--- config.mk ---
export PLATFORM = sky130hd
export DESIGN_NAME = src_control_sequencer_flat
export DESIGN_NICKNAME = d
export VERILOG_FILES = /design/src/rtl/src_pkg.sv /design/src/rtl/src_control_sequencer_if.sv /design/src/rtl/src_control_sequencer_con_ff.sv /design/src/rtl/src_control_sequencer.sv /design/src/flat_wrapper.sv
export SDC_FILE = /design/constraint.sdc
export NUM_CORES = 1
export LEC_CHECK = 0
export CAP_MARGIN = 25
export CORE_MARGIN = 3
export CORE_UTILIZATION = 60
export CTS_CLUSTER_SIZE = 40
export DETAILED_ROUTE_END_ITERATION = 16
export DONT_BUFFER_PORTS = 1
export PLACE_DENSITY = 0.76
export SLEW_MARGIN = 20
export SYNTH_ARGS = -nofsm -noshare
export SYNTH_HDL_FRONTEND = slang
export SYNTH_SLANG_ARGS = --single-unit
--- constraint.sdc ---
create_clock -name clk -period 6.41 [get_ports clk]
set_input_delay 0.9615 -clock clk [delete_from_list [all_inputs] [get_ports clk]]
set_output_delay 0.9615 -clock clk [all_outputs]
set_load 0.005 [all_outputs]
--- src/rtl/src_pkg.sv ---
// Shared definitions for the Mini-SRC hardwired control sequencer:
// opcodes, ALU codes, FSM states, branch condition codes and the control word.
package src_pkg;

    localparam logic [4:0] OP_LD   = 5'd0;
    localparam logic [4:0] OP_LDI  = 5'd1;
    localparam logic [4:0] OP_ST   = 5'd2;
    localparam logic [4:0] OP_ADD  = 5'd3;
    localparam logic [4:0] OP_SUB  = 5'd4;
    localparam logic [4:0] OP_SHR  = 5'd5;
    localparam logic [4:0] OP_SHL  = 5'd6;
    localparam logic [4:0] OP_ROR  = 5'd7;
    localparam logic [4:0] OP_ROL  = 5'd8;
    localparam logic [4:0] OP_AND  = 5'd9;
    localparam logic [4:0] OP_OR   = 5'd10;
    localparam logic [4:0] OP_ADDI = 5'd11;
    localparam logic [4:0] OP_ANDI = 5'd12;
    localparam logic [4:0] OP_ORI  = 5'd13;
    localparam logic [4:0] OP_MUL  = 5'd14;
    localparam logic [4:0] OP_DIV  = 5'd15;
    localparam logic [4:0] OP_NEG  = 5'd16;
    localparam logic [4:0] OP_NOT  = 5'd17;
    localparam logic [4:0] OP_BR   = 5'd18;
    localparam logic [4:0] OP_JR   = 5'd19;
    localparam logic [4:0] OP_JAL  = 5'd20;
    localparam logic [4:0] OP_IN   = 5'd21;
    localparam logic [4:0] OP_OUT  = 5'd22;
    localparam logic [4:0] OP_MFHI = 5'd23;
    localparam logic [4:0] OP_MFLO = 5'd24;
    localparam logic [4:0] OP_NOP  = 5'd25;
    localparam logic [4:0] OP_HALT = 5'd26;

    localparam logic [3:0] ALU_ADD = 4'd0;
    localparam logic [3:0] ALU_SUB = 4'd1;
    localparam logic [3:0] ALU_SHR = 4'd2;
    localparam logic [3:0] ALU_SHL = 4'd3;
    localparam logic [3:0] ALU_ROR = 4'd4;
    localparam logic [3:0] ALU_ROL = 4'd5;
    localparam logic [3:0] ALU_AND = 4'd6;
    localparam logic [3:0] ALU_OR  = 4'd7;
    localparam logic [3:0] ALU_MUL = 4'd8;
    localparam logic [3:0] ALU_DIV = 4'd9;
    localparam logic [3:0] ALU_NEG = 4'd10;
    localparam logic [3:0] ALU_NOT = 4'd11;

    localparam logic [1:0] CC_ZERO = 2'b00;
    localparam logic [1:0] CC_NZ   = 2'b01;
    localparam logic [1:0] CC_POS  = 2'b10;
    localparam logic [1:0] CC_NEG  = 2'b11;

    typedef enum logic [3:0] {
        S_RESET, S_T0, S_T1, S_T2, S_T3, S_T4, S_T5,
        S_T6, S_T7, S_T8, S_T9, S_DIV, S_HALT
    } state_t;

    typedef struct packed {
        logic       run;
        logic       clear;
        logic       gra;
        logic       grb;
        logic       grc;
        logic       ba_read;
        logic       regfile_read;
        logic       regfile_write;
        logic       hi_write;
        logic       lo_write;
        logic       z_write;
        logic       pc_write;
        logic       mdr_write;
        logic       ir_write;
        logic       y_write;
        logic       mar_write;
        logic       mem_read;
        logic       mem_write;
        logic       outport_write;
        logic       conff_write;
        logic       hi_read;
        logic       lo_read;
        logic       z_lo_read;
        logic       z_hi_read;
        logic       pc_read;
        logic       mdr_read;
        logic       inport_read;
        logic       c_read;
        logic       div_reset;
        logic       mdr_select;
        logic       inc_pc;
        logic [3:0] alu_opcode;
    } ctrl_t;

    // ALU operation implied by an arithmetic/logic opcode (immediates map to their base op).
    function automatic logic [3:0] alu_of(input logic [4:0] op);
        case (op)
            OP_SUB:          return ALU_SUB;
            OP_SHR:          return ALU_SHR;
            OP_SHL:          return ALU_SHL;
            OP_ROR:          return ALU_ROR;
            OP_ROL:          return ALU_ROL;
            OP_AND, OP_ANDI: return ALU_AND;
            OP_OR,  OP_ORI:  return ALU_OR;
            OP_MUL:          return ALU_MUL;
            OP_DIV:          return ALU_DIV;
            OP_NEG:          return ALU_NEG;
            OP_NOT:          return ALU_NOT;
            default:         return ALU_ADD;
        endcase
    endfunction

endpackage

--- src/rtl/src_control_sequencer_if.sv ---
// Datapath-facing signal bundle of the control sequencer; master = sequencer, slave = datapath/RAM.
interface src_control_sequencer_if;
    logic        stop;
    logic [31:0] ir;
    logic [31:0] bus;
    logic        run, clear, gra, grb, grc, ba_read, regfile_read, regfile_write;
    logic        hi_write, lo_write, z_write, pc_write, mdr_write, ir_write, y_write, mar_write;
    logic        mem_read, mem_write, outport_write, conff_write;
    logic        hi_read, lo_read, z_lo_read, z_hi_read, pc_read, mdr_read, inport_read, c_read;
    logic [3:0]  alu_opcode;
    logic        div_reset, mdr_select, inc_pc;

    modport master (
        input  stop, ir, bus,
        output run, clear, gra, grb, grc, ba_read, regfile_read, regfile_write,
               hi_write, lo_write, z_write, pc_write, mdr_write, ir_write, y_write, mar_write,
               mem_read, mem_write, outport_write, conff_write,
               hi_read, lo_read, z_lo_read, z_hi_read, pc_read, mdr_read, inport_read, c_read,
               alu_opcode, div_reset, mdr_select, inc_pc
    );

    modport slave (
        output stop, ir, bus,
        input  run, clear, gra, grb, grc, ba_read, regfile_read, regfile_write,
               hi_write, lo_write, z_write, pc_write, mdr_write, ir_write, y_write, mar_write,
               mem_read, mem_write, outport_write, conff_write,
               hi_read, lo_read, z_lo_read, z_hi_read, pc_read, mdr_read, inport_read, c_read,
               alu_opcode, div_reset, mdr_select, inc_pc
    );
endinterface

--- src/rtl/src_control_sequencer_con_ff.sv ---
// CON FF: branch condition decoded from the bus and captured on conff_write.
module con_ff
    import src_pkg::*;
(
    input  logic        clk,
    input  logic        rst,
    input  logic        en_i,
    input  logic [1:0]  cc_i,
    input  logic [31:0] bus_i,
    output logic        con_o
);
    logic cond;
    logic con_q;

    always_comb begin
        cond = 1'b0;
        case (cc_i)
            CC_ZERO: cond = (bus_i == 32'd0);
            CC_NZ:   cond = (bus_i != 32'd0);
            CC_POS:  cond = ~bus_i[31];
            CC_NEG:  cond = bus_i[31];
            default: cond = 1'b0;
        endcase
    end

    always_ff @(posedge clk or posedge rst) begin
        if (rst)       con_q <= 1'b0;
        else if (en_i) con_q <= cond;
    end

    assign con_o = con_q;
endmodule

--- src/rtl/src_control_sequencer.sv ---
// Hardwired Moore control unit for Mini-SRC: fetch T0-T3, opcode-driven execute steps,
// a held DIV state for the sequential divider, and an absorbing HALT.
module src_control_sequencer
    import src_pkg::*;
#(
    parameter int DIV_CYCLES = 32
) (
    input  logic                   clk,
    input  logic                   reset,
    src_control_sequencer_if.master ifc
);
    localparam int CW = $clog2(DIV_CYCLES + 1);

    state_t        state_q, state_d;
    logic [CW-1:0] cnt_q, cnt_d;
    ctrl_t         c;
    logic          con;
    logic [4:0]    op;
    logic          is_ralu, is_imm, is_un, is_ldst, unused_ir;

    assign op        = ifc.ir[31:27];
    assign is_ralu   = (op >= OP_ADD) && (op <= OP_OR);
    assign is_imm    = (op >= OP_ADDI) && (op <= OP_ORI);
    assign is_un     = (op == OP_NEG) || (op == OP_NOT);
    assign is_ldst   = (op == OP_LD) || (op == OP_LDI) || (op == OP_ST);
    assign unused_ir = ^{ifc.ir[26:21], ifc.ir[18:0]};

    con_ff u_con_ff (
        .clk   (clk),
        .rst   (reset),
        .en_i  (c.conff_write),
        .cc_i  (ifc.ir[20:19]),
        .bus_i (ifc.bus),
        .con_o (con)
    );

    always_ff @(posedge clk or posedge reset) begin
        if (reset) begin
            state_q <= S_RESET;
            cnt_q   <= '0;
        end else begin
            state_q <= state_d;
            cnt_q   <= cnt_d;
        end
    end

    always_comb begin
        state_d = state_q;
        cnt_d   = cnt_q;
        c       = '0;
        case (state_q)
            S_RESET: begin c.clear = 1'b1; state_d = S_T0; end
            S_T0: begin
                c.pc_read = 1'b1; c.mar_write = 1'b1; c.inc_pc = 1'b1;
                state_d = ifc.stop ? S_HALT : S_T1;
            end
            S_T1: begin c.mem_read = 1'b1; state_d = S_T2; end
            S_T2: begin c.mem_read = 1'b1; c.mdr_select = 1'b1; c.mdr_write = 1'b1; state_d = S_T3; end
            S_T3: begin c.mdr_read = 1'b1; c.ir_write = 1'b1; state_d = S_T4; end
            S_T4: begin
                cnt_d   = '0;
                state_d = S_T0;
                if (is_ralu || is_imm) begin
                    c.grb = 1'b1; c.regfile_read = 1'b1; c.y_write = 1'b1; state_d = S_T5;
                end else if (is_un) begin
                    c.grb = 1'b1; c.regfile_read = 1'b1; c.z_write = 1'b1;
                    c.alu_opcode = alu_of(op); state_d = S_T5;
                end else if (is_ldst) begin
                    c.grb = 1'b1; c.ba_read = 1'b1; c.regfile_read = 1'b1; c.y_write = 1'b1;
                    state_d = S_T5;
                end else begin
                    case (op)
                        OP_MUL:  begin c.gra = 1'b1; c.regfile_read = 1'b1; c.y_write = 1'b1; state_d = S_T5; end
                        OP_DIV:  begin
                            c.gra = 1'b1; c.regfile_read = 1'b1; c.y_write = 1'b1; c.div_reset = 1'b1;
                            state_d = S_DIV;
                        end
                        OP_BR:   begin c.gra = 1'b1; c.regfile_read = 1'b1; c.conff_write = 1'b1; state_d = S_T5; end
                        OP_JR:   begin c.gra = 1'b1; c.regfile_read = 1'b1; c.pc_write = 1'b1; end
                        OP_JAL:  begin c.pc_read = 1'b1; c.grb = 1'b1; c.regfile_write = 1'b1; state_d = S_T5; end
                        OP_IN:   begin c.inport_read = 1'b1; c.gra = 1'b1; c.regfile_write = 1'b1; end
                        OP_OUT:  begin c.gra = 1'b1; c.regfile_read = 1'b1; c.outport_write = 1'b1; end
                        OP_MFHI: begin c.hi_read = 1'b1; c.gra = 1'b1; c.regfile_write = 1'b1; end
                        OP_MFLO: begin c.lo_read = 1'b1; c.gra = 1'b1; c.regfile_write = 1'b1; end
                        OP_HALT: state_d = S_HALT;
                        default: state_d = S_T0;
                    endcase
                end
            end
            S_T5: begin
                state_d = S_T6;
                if (is_ralu) begin
                    c.grc = 1'b1; c.regfile_read = 1'b1; c.z_write = 1'b1; c.alu_opcode = alu_of(op);
                end else if (is_imm) begin
                    c.c_read = 1'b1; c.z_write = 1'b1; c.alu_opcode = alu_of(op);
                end else if (is_un) begin
                    c.z_lo_read = 1'b1; c.gra = 1'b1; c.regfile_write = 1'b1; state_d = S_T0;
                end else if (is_ldst) begin
                    c.c_read = 1'b1; c.z_write = 1'b1; c.alu_opcode = ALU_ADD;
                end else if (op == OP_MUL) begin
                    c.grb = 1'b1; c.regfile_read = 1'b1; c.z_write = 1'b1; c.alu_opcode = ALU_MUL;
                end else if (op == OP_BR) begin
                    c.pc_read = 1'b1; c.y_write = 1'b1;
                end else begin
                    // jal second step; anything else cannot reach T5
                    c.gra = 1'b1; c.regfile_read = (op == OP_JAL); c.pc_write = (op == OP_JAL);
                    c.gra = (op == OP_JAL); state_d = S_T0;
                end
            end
            S_DIV: begin
                c.grb = 1'b1; c.regfile_read = 1'b1; c.alu_opcode = ALU_DIV;
                if (cnt_q == CW'(DIV_CYCLES - 1)) begin
                    c.z_write = 1'b1; state_d = S_T6;
                end else begin
                    cnt_d = cnt_q + 1'b1;
                end
            end
            S_T6: begin
                state_d = S_T0;
                if (is_ralu || is_imm || op == OP_LDI) begin
                    c.z_lo_read = 1'b1; c.gra = 1'b1; c.regfile_write = 1'b1;
                end else if (op == OP_MUL || op == OP_DIV) begin
                    c.z_lo_read = 1'b1; c.lo_write = 1'b1; state_d = S_T7;
                end else if (op == OP_LD || op == OP_ST) begin
                    c.z_lo_read = 1'b1; c.mar_write = 1'b1; state_d = S_T7;
                end else if (op == OP_BR) begin
                    c.c_read = 1'b1; c.z_write = 1'b1; c.alu_opcode = ALU_ADD; state_d = S_T7;
                end
            end
            S_T7: begin
                state_d = S_T0;
                if (op == OP_MUL || op == OP_DIV) begin
                    c.z_hi_read = 1'b1; c.hi_write = 1'b1;
                end else if (op == OP_LD) begin
                    c.mem_read = 1'b1; state_d = S_T8;
                end else if (op == OP_ST) begin
                    c.gra = 1'b1; c.regfile_read = 1'b1; c.mdr_write = 1'b1; state_d = S_T8;
                end else if (op == OP_BR) begin
                    c.z_lo_read = 1'b1; c.pc_write = con;
                end
            end
            S_T8: begin
                state_d = S_T0;
                if (op == OP_LD) begin
                    c.mem_read = 1'b1; c.mdr_select = 1'b1; c.mdr_write = 1'b1; state_d = S_T9;
                end else if (op == OP_ST) begin
                    c.mem_write = 1'b1;
                end
            end
            S_T9: begin c.mdr_read = 1'b1; c.gra = 1'b1; c.regfile_write = 1'b1; state_d = S_T0; end
            S_HALT: state_d = S_HALT;
            default: state_d = S_RESET;
        endcase
        c.run = (state_q != S_RESET) && (state_q != S_HALT);
    end

    assign ifc.run           = c.run;
    assign ifc.clear         = c.clear;
    assign ifc.gra           = c.gra;
    assign ifc.grb           = c.grb;
    assign ifc.grc           = c.grc;
    assign ifc.ba_read       = c.ba_read;
    assign ifc.regfile_read  = c.regfile_read;
    assign ifc.regfile_write = c.regfile_write;
    assign ifc.hi_write      = c.hi_write;
    assign ifc.lo_write      = c.lo_write;
    assign ifc.z_write       = c.z_write;
    assign ifc.pc_write      = c.pc_write;
    assign ifc.mdr_write     = c.mdr_write;
    assign ifc.ir_write      = c.ir_write;
    assign ifc.y_write       = c.y_write;
    assign ifc.mar_write     = c.mar_write;
    assign ifc.mem_read      = c.mem_read;
    assign ifc.mem_write     = c.mem_write;
    assign ifc.outport_write = c.outport_write;
    assign ifc.conff_write   = c.conff_write;
    assign ifc.hi_read       = c.hi_read;
    assign ifc.lo_read       = c.lo_read;
    assign ifc.z_lo_read     = c.z_lo_read;
    assign ifc.z_hi_read     = c.z_hi_read;
    assign ifc.pc_read       = c.pc_read;
    assign ifc.mdr_read      = c.mdr_read;
    assign ifc.inport_read   = c.inport_read;
    assign ifc.c_read        = c.c_read;
    assign ifc.alu_opcode    = c.alu_opcode;
    assign ifc.div_reset     = c.div_reset;
    assign ifc.mdr_select    = c.mdr_select;
    assign ifc.inc_pc        = c.inc_pc;
endmodule

--- src/flat_wrapper.sv ---
// flat-port wrapper written by rule: the top's interface ports become plain ports
module src_control_sequencer_flat import src_pkg::*;
#(
    parameter int DIV_CYCLES = 32
)
  (clk, reset, ifc_stop, ifc_ir, ifc_bus, ifc_run, ifc_clear, ifc_gra, ifc_grb, ifc_grc, ifc_ba_read, ifc_regfile_read, ifc_regfile_write, ifc_hi_write, ifc_lo_write, ifc_z_write, ifc_pc_write, ifc_mdr_write, ifc_ir_write, ifc_y_write, ifc_mar_write, ifc_mem_read, ifc_mem_write, ifc_outport_write, ifc_conff_write, ifc_hi_read, ifc_lo_read, ifc_z_lo_read, ifc_z_hi_read, ifc_pc_read, ifc_mdr_read, ifc_inport_read, ifc_c_read, ifc_alu_opcode, ifc_div_reset, ifc_mdr_select, ifc_inc_pc);
  src_control_sequencer_if ifc_i ();
  input  logic clk;
  input  logic reset;
  input wire logic [$bits(ifc_i.stop)-1:0] ifc_stop;
  input wire logic [$bits(ifc_i.ir)-1:0] ifc_ir;
  input wire logic [$bits(ifc_i.bus)-1:0] ifc_bus;
  output wire logic [$bits(ifc_i.run)-1:0] ifc_run;
  output wire logic [$bits(ifc_i.clear)-1:0] ifc_clear;
  output wire logic [$bits(ifc_i.gra)-1:0] ifc_gra;
  output wire logic [$bits(ifc_i.grb)-1:0] ifc_grb;
  output wire logic [$bits(ifc_i.grc)-1:0] ifc_grc;
  output wire logic [$bits(ifc_i.ba_read)-1:0] ifc_ba_read;
  output wire logic [$bits(ifc_i.regfile_read)-1:0] ifc_regfile_read;
  output wire logic [$bits(ifc_i.regfile_write)-1:0] ifc_regfile_write;
  output wire logic [$bits(ifc_i.hi_write)-1:0] ifc_hi_write;
  output wire logic [$bits(ifc_i.lo_write)-1:0] ifc_lo_write;
  output wire logic [$bits(ifc_i.z_write)-1:0] ifc_z_write;
  output wire logic [$bits(ifc_i.pc_write)-1:0] ifc_pc_write;
  output wire logic [$bits(ifc_i.mdr_write)-1:0] ifc_mdr_write;
  output wire logic [$bits(ifc_i.ir_write)-1:0] ifc_ir_write;
  output wire logic [$bits(ifc_i.y_write)-1:0] ifc_y_write;
  output wire logic [$bits(ifc_i.mar_write)-1:0] ifc_mar_write;
  output wire logic [$bits(ifc_i.mem_read)-1:0] ifc_mem_read;
  output wire logic [$bits(ifc_i.mem_write)-1:0] ifc_mem_write;
  output wire logic [$bits(ifc_i.outport_write)-1:0] ifc_outport_write;
  output wire logic [$bits(ifc_i.conff_write)-1:0] ifc_conff_write;
  output wire logic [$bits(ifc_i.hi_read)-1:0] ifc_hi_read;
  output wire logic [$bits(ifc_i.lo_read)-1:0] ifc_lo_read;
  output wire logic [$bits(ifc_i.z_lo_read)-1:0] ifc_z_lo_read;
  output wire logic [$bits(ifc_i.z_hi_read)-1:0] ifc_z_hi_read;
  output wire logic [$bits(ifc_i.pc_read)-1:0] ifc_pc_read;
  output wire logic [$bits(ifc_i.mdr_read)-1:0] ifc_mdr_read;
  output wire logic [$bits(ifc_i.inport_read)-1:0] ifc_inport_read;
  output wire logic [$bits(ifc_i.c_read)-1:0] ifc_c_read;
  output wire logic [$bits(ifc_i.alu_opcode)-1:0] ifc_alu_opcode;
  output wire logic [$bits(ifc_i.div_reset)-1:0] ifc_div_reset;
  output wire logic [$bits(ifc_i.mdr_select)-1:0] ifc_mdr_select;
  output wire logic [$bits(ifc_i.inc_pc)-1:0] ifc_inc_pc;
  assign ifc_i.stop = ifc_stop;
  assign ifc_i.ir = ifc_ir;
  assign ifc_i.bus = ifc_bus;
  assign ifc_run = ifc_i.run;
  assign ifc_clear = ifc_i.clear;
  assign ifc_gra = ifc_i.gra;
  assign ifc_grb = ifc_i.grb;
  assign ifc_grc = ifc_i.grc;
  assign ifc_ba_read = ifc_i.ba_read;
  assign ifc_regfile_read = ifc_i.regfile_read;
  assign ifc_regfile_write = ifc_i.regfile_write;
  assign ifc_hi_write = ifc_i.hi_write;
  assign ifc_lo_write = ifc_i.lo_write;
  assign ifc_z_write = ifc_i.z_write;
  assign ifc_pc_write = ifc_i.pc_write;
  assign ifc_mdr_write = ifc_i.mdr_write;
  assign ifc_ir_write = ifc_i.ir_write;
  assign ifc_y_write = ifc_i.y_write;
  assign ifc_mar_write = ifc_i.mar_write;
  assign ifc_mem_read = ifc_i.mem_read;
  assign ifc_mem_write = ifc_i.mem_write;
  assign ifc_outport_write = ifc_i.outport_write;
  assign ifc_conff_write = ifc_i.conff_write;
  assign ifc_hi_read = ifc_i.hi_read;
  assign ifc_lo_read = ifc_i.lo_read;
  assign ifc_z_lo_read = ifc_i.z_lo_read;
  assign ifc_z_hi_read = ifc_i.z_hi_read;
  assign ifc_pc_read = ifc_i.pc_read;
  assign ifc_mdr_read = ifc_i.mdr_read;
  assign ifc_inport_read = ifc_i.inport_read;
  assign ifc_c_read = ifc_i.c_read;
  assign ifc_alu_opcode = ifc_i.alu_opcode;
  assign ifc_div_reset = ifc_i.div_reset;
  assign ifc_mdr_select = ifc_i.mdr_select;
  assign ifc_inc_pc = ifc_i.inc_pc;
  src_control_sequencer #(.DIV_CYCLES(DIV_CYCLES)) u_core (.clk(clk), .reset(reset), .ifc(ifc_i));
endmodule
==> flow_metrics.tcl <==
set metrics [dict create \
    status "completed" \
    cts_tree "yes" \
    synth_top_area_frac 0.150 \
    post-cts-setup-buffers 0 \
    power.density_nw_per_um2 225 \
    portBuffers 0 \
    power_frac_seq 0.342 \
    hpwl_um 3940 \
    grtUsageMet1 0.393 \
    grtUsageMet2 0.443 \
    groute.usage.overall 0.277 \
    final.period_utilization 0.595 \
    fin_ws_ns 2.60 \
    rsz0062_at_grt "false" \
    firstDrtPassIters 5 \
    cts_sinks 11 \
    synth_edf_count 0 \
    cp_max_fo 11 \
    switchingPower_uw 208 \
    layout_common_cells "26 x nand2_1, 24 x nor2_1, 19 x o21ai_0" \
    syn_inst 261 \
    worstSkewPairLatency_ns 0.28 \
    crit_required_ns 5.45 \
    synthTopCellsByArea "dfrtp_1 15%, nand2_1 5.3%, o21ai_0 5.2%" \
    cts-hold-fix-buffers 0 \
    maxSlewViolCount 0 \
    async_reset_ff_frac 1.00 \
    core_area_sq_um 2830 \
    hold_class "reg -> reg" \
    grt_max_degree 31 \
    drt-vias-per-instance 7.17 \
    cts_resized 0 \
    crit_path_end_kind "primary output" \
    syn_avg_cell_area_sq_um 7.05 \
    cpPeakStageDelay_ns 0.56 \
    cts.htree.levels 1 \
    crit_buf_inv 1 \
    gp_congestion 0.932 \
    final_common_cell "nand2_1" \
    diodes 0 \
    power.share.clock 0.121 \
    final_antenna_net_count 0 \
    tns_ns 0 \
    max_freq_ghz 0.262 \
    seq_area_frac_synth 0.150 \
    drc 0 \
    grt_pass1_wl_um 8030 \
    clk_pin_slew_worst_paths_ns 0.07 \
    ys_warn_count 0 \
    synth_top_cell_by_area "dfrtp_1" \
    syn_area_sq_um 1840 \
    avgRoutedWirePerCell_um 19.1 \
    critPathSlowestCell "nor3_1" \
    cp_data_arrival_time_ns 2.85 \
    drtIter0Drc 225 \
    totalWireLength_um 5280 \
    worstSetupPathType "in -> out" \
    swShare 0.512 \
    worst_pin_slew_ns 0.695 \
    drive_gt1_frac 0.0488 \
    finalSetupViolations 0 \
    grt_pass1_vias 1633 \
    antenna_found_initial 0 \
    fp.dieArea_sq_um 3770 \
    numCtsBuffers 3 \
    fin_worst_skew_ns 0.00469 \
    crit_family "simple AND/OR/NAND/NOR gates" \
    routed-via-count 1986 \
    p_leak_uw 0.000661 \
    fp.dieW_um 61.4 \
    pwr-share-comb 0.538 \
    finalCriticalPeriod_ns 3.81 \
    intPower_uw 198 \
    maxCapViolations 0 \
    use_met3 0.0482 \
    fillers 295 \
    ys_types 58 \
    die_y_um 61.4 \
    clockBufferDepth 2 \
    cts-root-buf "clkbuf_4" \
    synthFlopType "dfrtp_1" \
    path_cells "inv_1 > ha_1 > nor2_1 > nor3_1 > nand2_1 > a21boi_4 > a2111oi_4" \
    gr-total-overflow 0 \
    syn_nets 335 \
    rows 19 \
    startpoint_type "input port" \
    peakVddDrop_uv 97.7 \
    busiest_layer "met2" \
    area_growth_pct -2.04 \
    synth-seq-cells 11 \
    ios 102 \
    initial_utilization 0.650 \
    nets 321 \
    slew_headroom 0.532 \
    hold_viol_final 0 \
    dp_slack_ns 2.65 \
]
[power by group through the flow]
stage	registers, uW	clock network (uW)	logic [uW]
2_1_floorplan	97.2	0	223
3_3_place_gp	137	0	212
3_5_place_dp	137	0	215
4_1_cts	135	48.7	216
5_1_grt	142	53.3	244
6_report	139	49.0	218
[state kept, by name, indices dropped and copies added, names as in the netlist]
| name | cells |
|---|---|
| u_core.u_con_ff.con_o | 1 |
| u_core.state_q | 4 |
| u_core.cnt_q | 6 |
[cell families (layout without fill, tap and decap cells)]
family                     Yosys count  count (layout)  synth area share
AOI/OAI and AO/OA                   73              73             0.297
xor gates and xnor gates             4               4            0.0191
adders and majority gates            7               7            0.0476
buffers and inverters               29              14            0.0762
DFF                                 11              11             0.150
muxes                                3               3            0.0163
and+or+nand+nor                    134             134             0.395
[worst reg2reg max path, cell delays in order (launching register included)]
cell	delay, ns
dfrtp_1	0.67
nand4b_1	0.41
a31oi_1	0.63
nand4_1	0.20
xnor2_1	0.18
nor2_1	0.05
[path summary, 6_finish.rpt]
path	slack (ns)	end	startpoint	depth (start not counted)
min in group asynchronous	0.56	u_core.state_q[3]	reset	1
worst max-delay path	2.60	ifc_alu_opcode[2]	ifc_ir[27]	7
max in group asynchronous	5.55	u_core.cnt_q[2]	reset	1
worst max register to register	4.13	u_core.cnt_q[5]	u_core.state_q[0]	5
worst min-delay path	0.52	u_core.cnt_q[0]	u_core.cnt_q[0]	1
worst min register to register	0.52	u_core.cnt_q[0]	u_core.cnt_q[0]	1
[Yosys cell counts (2+ instances only)]
| library cell | number |
|---|---|
| and3_1 | 3 |
| and2_1 | 2 |
| o2111ai_1 | 2 |
| nor2_1 | 24 |
| mux2i_1 | 3 |
| nor3b_1 | 4 |
| buf_4 | 2 |
| o211ai_1 | 5 |
| a31oi_1 | 5 |
| a22oi_1 | 2 |
| o22ai_1 | 2 |
| nand3b_1 | 3 |
| nand4_1 | 5 |
| and2b_1 | 2 |
| a22o_1 | 2 |
| or3_1 | 5 |
| nor3_1 | 12 |
| buf_2 | 7 |
| inv_1 | 9 |
| xnor2_1 | 2 |
| a211oi_1 | 2 |
| ha_1 | 7 |
| o221ai_1 | 5 |
| nand4bb_1 | 2 |
| nor4_1 | 8 |
| buf_6 | 2 |
| dfrtp_1 | 11 |
| a21oi_1 | 9 |
| xor2_1 | 2 |
| nand2_1 | 26 |
| a21o_1 | 3 |
| clkbuf_1 | 8 |
| nor2b_1 | 7 |
| nand3_1 | 10 |
| o311ai_2 | 2 |
| o21ai_0 | 19 |
| nand2b_1 | 11 |
| o31ai_1 | 4 |
| or4_1 | 3 |
[through the flow]
stage	cell area, sq um	total power, uW	util	hold slack [ns]	cells
floorplan	1840	321	-	0.451	261
global placement	1780	348	0.628	0.495	273
detailed placement	1780	352	0.628	0.504	273
CTS	1800	400	0.637	0.520	277
global route	1800	439	0.637	0.549	277
finish	1800	406	0.637	0.519	277
[layout make-up]
class / instances / area, sq um / share of cell area
well taps: 31 / 38.8 / 0.0215
flip-flops and latches: 11 / 275 / 0.153
multi-input cells: 221 / 1420 / 0.790
clock buffers: 4 / 26.3 / 0.0146
inverters: 10 / 37.5 / 0.0208
[per-layer routing]
layer	up-vias	wire, um
met5	-	0
met3	16	485
li1	945	-
met4	0	85
met1	896	2260
met2	129	2450
Power figures use the tool's default switching activity.
